--- src/rtl/scale_demux.sv ---
// ---------------------------------------------------------------------------
// scale_demux
//   Registered 1-to-2 demultiplexer. One input stream is steered to channel A
//   or channel B by sel_a. Each channel owns a one-entry holding register with
//   a valid/ready handshake and a saturating count of completed transfers.
//
// Ports
//   clk          rising-edge clock
//   rst_         asynchronous active-low reset
//   in_data      input word (WIDTH)
//   in_valid     in_data valid this cycle
//   sel_a        1: word goes to channel A, 0: word goes to channel B
//   in_ready     block accepts the word this cycle (combinational)
//   out_a        channel A data, registered (WIDTH)
//   out_a_valid  channel A holding register full
//   out_a_ready  channel A consumer accepts
//   out_b        channel B data, registered (WIDTH)
//   out_b_valid  channel B holding register full
//   out_b_ready  channel B consumer accepts
//   cnt_a        completed channel A transfers, saturating (CNT_W)
//   cnt_b        completed channel B transfers, saturating (CNT_W)
// ---------------------------------------------------------------------------
module scale_demux #(
   parameter int WIDTH = 1,
   parameter int CNT_W = 8
) (
   input  logic             clk,
   input  logic             rst_,
   input  logic [WIDTH-1:0] in_data,
   input  logic             in_valid,
   input  logic             sel_a,
   output logic             in_ready,
   output logic [WIDTH-1:0] out_a,
   output logic             out_a_valid,
   input  logic             out_a_ready,
   output logic [WIDTH-1:0] out_b,
   output logic             out_b_valid,
   input  logic             out_b_ready,
   output logic [CNT_W-1:0] cnt_a,
   output logic [CNT_W-1:0] cnt_b
);

   typedef enum logic {
      EMPTY = 1'b0,
      FULL  = 1'b1
   } chan_state_t;

   chan_state_t      state_a_p1, state_b_p1;
   logic [WIDTH-1:0] data_a_p1, data_b_p1;
   logic [CNT_W-1:0] cnt_a_p1, cnt_b_p1;

   logic ready_path_a, ready_path_b;
   logic in_accept;
   logic load_a, load_b;
   logic fire_a, fire_b;

   // Increment that sticks at the all-ones value instead of wrapping.
   function automatic logic [CNT_W-1:0] sat_inc(input logic [CNT_W-1:0] v);
      if (v == {CNT_W{1'b1}})
         return v;
      else
         return v + CNT_W'(1);
   endfunction

   // A channel can take a new word when it is empty or when its current word
   // leaves in the same cycle. Only the selected channel gates the input, so a
   // stalled unselected consumer never blocks the producer.
   assign ready_path_a = (state_a_p1 == EMPTY) | out_a_ready;
   assign ready_path_b = (state_b_p1 == EMPTY) | out_b_ready;
   assign in_ready     = sel_a ? ready_path_a : ready_path_b;
   assign in_accept    = in_valid & in_ready;

   assign load_a = in_accept &  sel_a;
   assign load_b = in_accept & ~sel_a;
   assign fire_a = (state_a_p1 == FULL) & out_a_ready;
   assign fire_b = (state_b_p1 == FULL) & out_b_ready;

   // Stage p0 -> p1: holding registers and transfer counters
   always_ff @(posedge clk or negedge rst_) begin
      if (!rst_) begin
         state_a_p1 <= EMPTY;
         state_b_p1 <= EMPTY;
         data_a_p1  <= '0;
         data_b_p1  <= '0;
         cnt_a_p1   <= '0;
         cnt_b_p1   <= '0;
      end else begin
         // A load while FULL only happens together with a fire, which keeps
         // the channel FULL with the new word (full-rate pass-through).
         if (load_a) begin
            data_a_p1  <= in_data;
            state_a_p1 <= FULL;
         end else if (fire_a) begin
            state_a_p1 <= EMPTY;
         end

         if (load_b) begin
            data_b_p1  <= in_data;
            state_b_p1 <= FULL;
         end else if (fire_b) begin
            state_b_p1 <= EMPTY;
         end

         if (fire_a)
            cnt_a_p1 <= sat_inc(cnt_a_p1);
         if (fire_b)
            cnt_b_p1 <= sat_inc(cnt_b_p1);
      end
   end

   assign out_a       = data_a_p1;
   assign out_b       = data_b_p1;
   assign out_a_valid = (state_a_p1 == FULL);
   assign out_b_valid = (state_b_p1 == FULL);
   assign cnt_a       = cnt_a_p1;
   assign cnt_b       = cnt_b_p1;

endmodule

--- config.mk ---
export PLATFORM = sky130hd
export DESIGN_NAME = scale_demux
export DESIGN_NICKNAME = d
export VERILOG_FILES = /design/src/rtl/scale_demux.sv
export SDC_FILE = /design/constraint.sdc
export NUM_CORES = 1
export LEC_CHECK = 0
export BUFFER_PORTS_ARGS = -buffer_cell sky130_fd_sc_hd__buf_2
export CORE_MARGIN = 5
export CORE_UTILIZATION = 54
export DETAILED_ROUTE_END_ITERATION = 6
export GPL_TIMING_DRIVEN = 0
export PLACE_DENSITY = 0.93
export SLEW_MARGIN = 20
export SYNTH_ARGS = -nofsm -noshare
export SYNTH_HDL_FRONTEND = slang
export SYNTH_SLANG_ARGS = --single-unit
export TNS_END_PERCENT = 5
--- constraint.sdc ---
create_clock -name clk -period 3.17 [get_ports clk]
set_input_delay 0.4755 -clock clk [delete_from_list [all_inputs] [get_ports clk]]
set_output_delay 0.4755 -clock clk [all_outputs]
set_load 0.01 [all_outputs]
==> metrics.cfg <==
[power_and_ir_drop]
clkPwrFrac = 0.172
vdd_ir_drop_max_uv = 454
p_sw_frac = 0.366
cellLeakagePower_nw = 0.589
pwr-share-seq = 0.510
switching_power_uw = 307
power.total_uw = 837
pwr-share-comb = 0.319
p_per_area_mw_per_mm2 = 701
p_int_uw = 530

[clocking]
numCtsBuffers = 3
root_buffer = clkbuf_4
cts_tree = yes
htreeDepth = 1
post_cts_buffers = 0
insertion_delay_ps = 290
clock_sinks = 20
clkTransAtPathRegs_ps = 110
cts_resized = 0
cts_hold_buf = 0
clk_path_buf_depth = 2

[status]
status = finished, final reports clean

[place]
gp_congestion = 0.830
dp_hpwl_um = 1530
port_buffers = 27
dpl_worst_slack_ps = 1640
place_inst = 139
place_area_mm2 = 0.00116

[final_layout]
seqCellArea_um2 = 500
final_common_cell = buf_2
fin_util = 0.691
n_antenna_cell = 0
drive_above_1_share = 0.364
area_growth_pct = 20.5
multiInputGateArea_um2 = 472
final_cell_mix = buf_2 (27), dfrtp_1 (20), nand2_1 (7)
fin_area_mm2 = 0.00119
fillers = 132
fin_nets = 128
fin_cells = 143

[timing]
tightest_slew_ps = 432
setup_violations = 0
period_share = 0.520
setup_slack_ps = 1520
whs_ps = 100
min_period_ps = 1650
hold_violations = 0
fmax_mhz = 607
final.setup_skew_ps = 3.14
slew_violations = 0
setup_tns_ps = 0
maxSlewHeadroom = 0.712
grt_setup_unrepaired = no

[setup_path]
end_kind = output pin
criticalPathCategory = flop to output pin
cp.arrival_ps = 1170
required_ps = 2690
worstPathMaxFanout = 5
start_kind = flop

[floorplanning]
num_io_pins = 28
row_count = 15
die_y_um = 52.8
core_mm2 = 0.00173
die_w_um = 52.8
fp.dieArea_mm2 = 0.00279
start_util = 0.574

[global_routing]
grtUsageMet2 = 0.304
gr-total-overflow = 0
first_global_vias = 820
grt_usage = 0.166
grt_pass1_wl_um = 3470
antenna_found_initial = 0
grt_busiest_layer = met2
gr-usage-met1 = 0.189
grt.met3_usage = 0.0313
grt_max_degree = 21

[synth]
syn-instance-count = 87
synth_top_area_cell = dfrtp_1
synth.net_count = 96
synth_compound_area_frac = 0.105
synth_fa_ha_area_frac = 0.0253
synthXorXnorAreaFrac = 0.0707
syn_area_um2 = 991
ys_top_cells_by_area = dfrtp_1 (51%), mux2_2 (6.8%), xnor2_1 (3.5%)
yosysSeqAreaShare = 0.505
synth_seq_cells = 20
synth.area.mux_share = 0.0833
yosysTopAreaCellShare = 0.505
ys_warn_count = 0
avgSynthCellArea_um2 = 11.4
synth_top_family_by_area = simple AND/OR/NAND/NOR gates
yosysUniqueCellTypes = 29
synthSimpleGateAreaFrac = 0.192

[detailed_routing]
num_vias = 820
ant_nets = 0
drc_errors = 0
wl_per_cell_um = 13.6
via_per_inst = 5.73
firstDrtPassIters = 4
wl_um = 1950
drt_iter0_markers = 15

[run]
drv_cap = 0

[min_path]
hold_class = input port to asynchronous set/reset pin

## metal layers
layer	up-vias	wire, um
li1	383	-
met1	410	774
met2	23	1050
met3	4	96
met4	0	23
met5	-	0
## synthesized netlist by cell type
cell type  count
dfrtp_1       20
nand2_1        7
mux2_2         6
a21oi_1        4
nand3_1        4
nand4_1        4
xnor2_1        4
xor2_1         4
a31oi_1        3
nor2_1         3
o21ai_0        3
a211oi_1       2
and3_1         2
and4_1         2
ha_1           2
inv_1          2
nand2b_1       2
nor2b_1        2
a21o_4         1
and4_4         1
and4b_1        1
buf_6          1
mux2_4         1
nand3b_1       1
nor3_1         1
nor4_1         1
nor4_2         1
o211ai_1       1
o211ai_2       1
## worst paths after layout
| kind | start | end | slack (ps) | cells past startpoint |
|---|---|---|---|---|
| hold / removal | rst_ | cnt_b[1]$_DFFE_PN0P_ | 100 | 1 |
| setup reg to reg | cnt_b[0]$_DFFE_PN0P_ | cnt_b[1]$_DFFE_PN0P_ | 1640 | 4 |
| setup / recovery | out_a_valid$_DFFE_PN0P_ | in_ready | 1520 | 3 |
| min in group clk | sel_a | out_b_valid$_DFFE_PN0P_ | 420 | 2 |
| max in group asynchronous | rst_ | cnt_b[2]$_DFFE_PN0P_ | 2770 | 1 |
| hold reg to reg | out_a$_DFFE_PN0P_ | out_a$_DFFE_PN0P_ | 520 | 1 |
## cell families after synthesis
kind of cell,count (synthesis)
xor gates and xnor gates,8
muxes,7
buffers and inverters,3
and+or+nand+nor,32
AOI/OAI and AO/OA,15
adders and majority gates,2
DFF,20
## worst max-delay path: stages, from the launching register on
cell	delay, ps
dfrtp_1	420
nor2b_1	230
a21oi_1	90
buf_2	140
## cell type report
cell class                 count  area share
tap                           25      0.0262
inverter                       2     0.00629
buffer                         1     0.00943
timing repair buffer          27       0.113
multi-input combinational     64       0.395
sequential                    20       0.419
clock buffer                   4      0.0304
## power groups by stage
stage / registers (mW) / logic (mW) / clock network (mW)
2_1_floorplan: 0.450 / 0.125 / 0
3_3_place_gp: 0.421 / 0.259 / 0
3_5_place_dp: 0.429 / 0.271 / 0
4_1_cts: 0.424 / 0.272 / 0.147
5_1_grt: 0.445 / 0.298 / 0.160
6_report: 0.427 / 0.267 / 0.144
## state kept, by name, summed over array words and instances (netlist names)
| name | count |
|---|---|
| out_a | 1 |
| cnt_a | 8 |
| cnt_b | 8 |
| out_b_valid | 1 |
| out_a_valid | 1 |
| out_b | 1 |
Power figures use the tool's default switching activity.
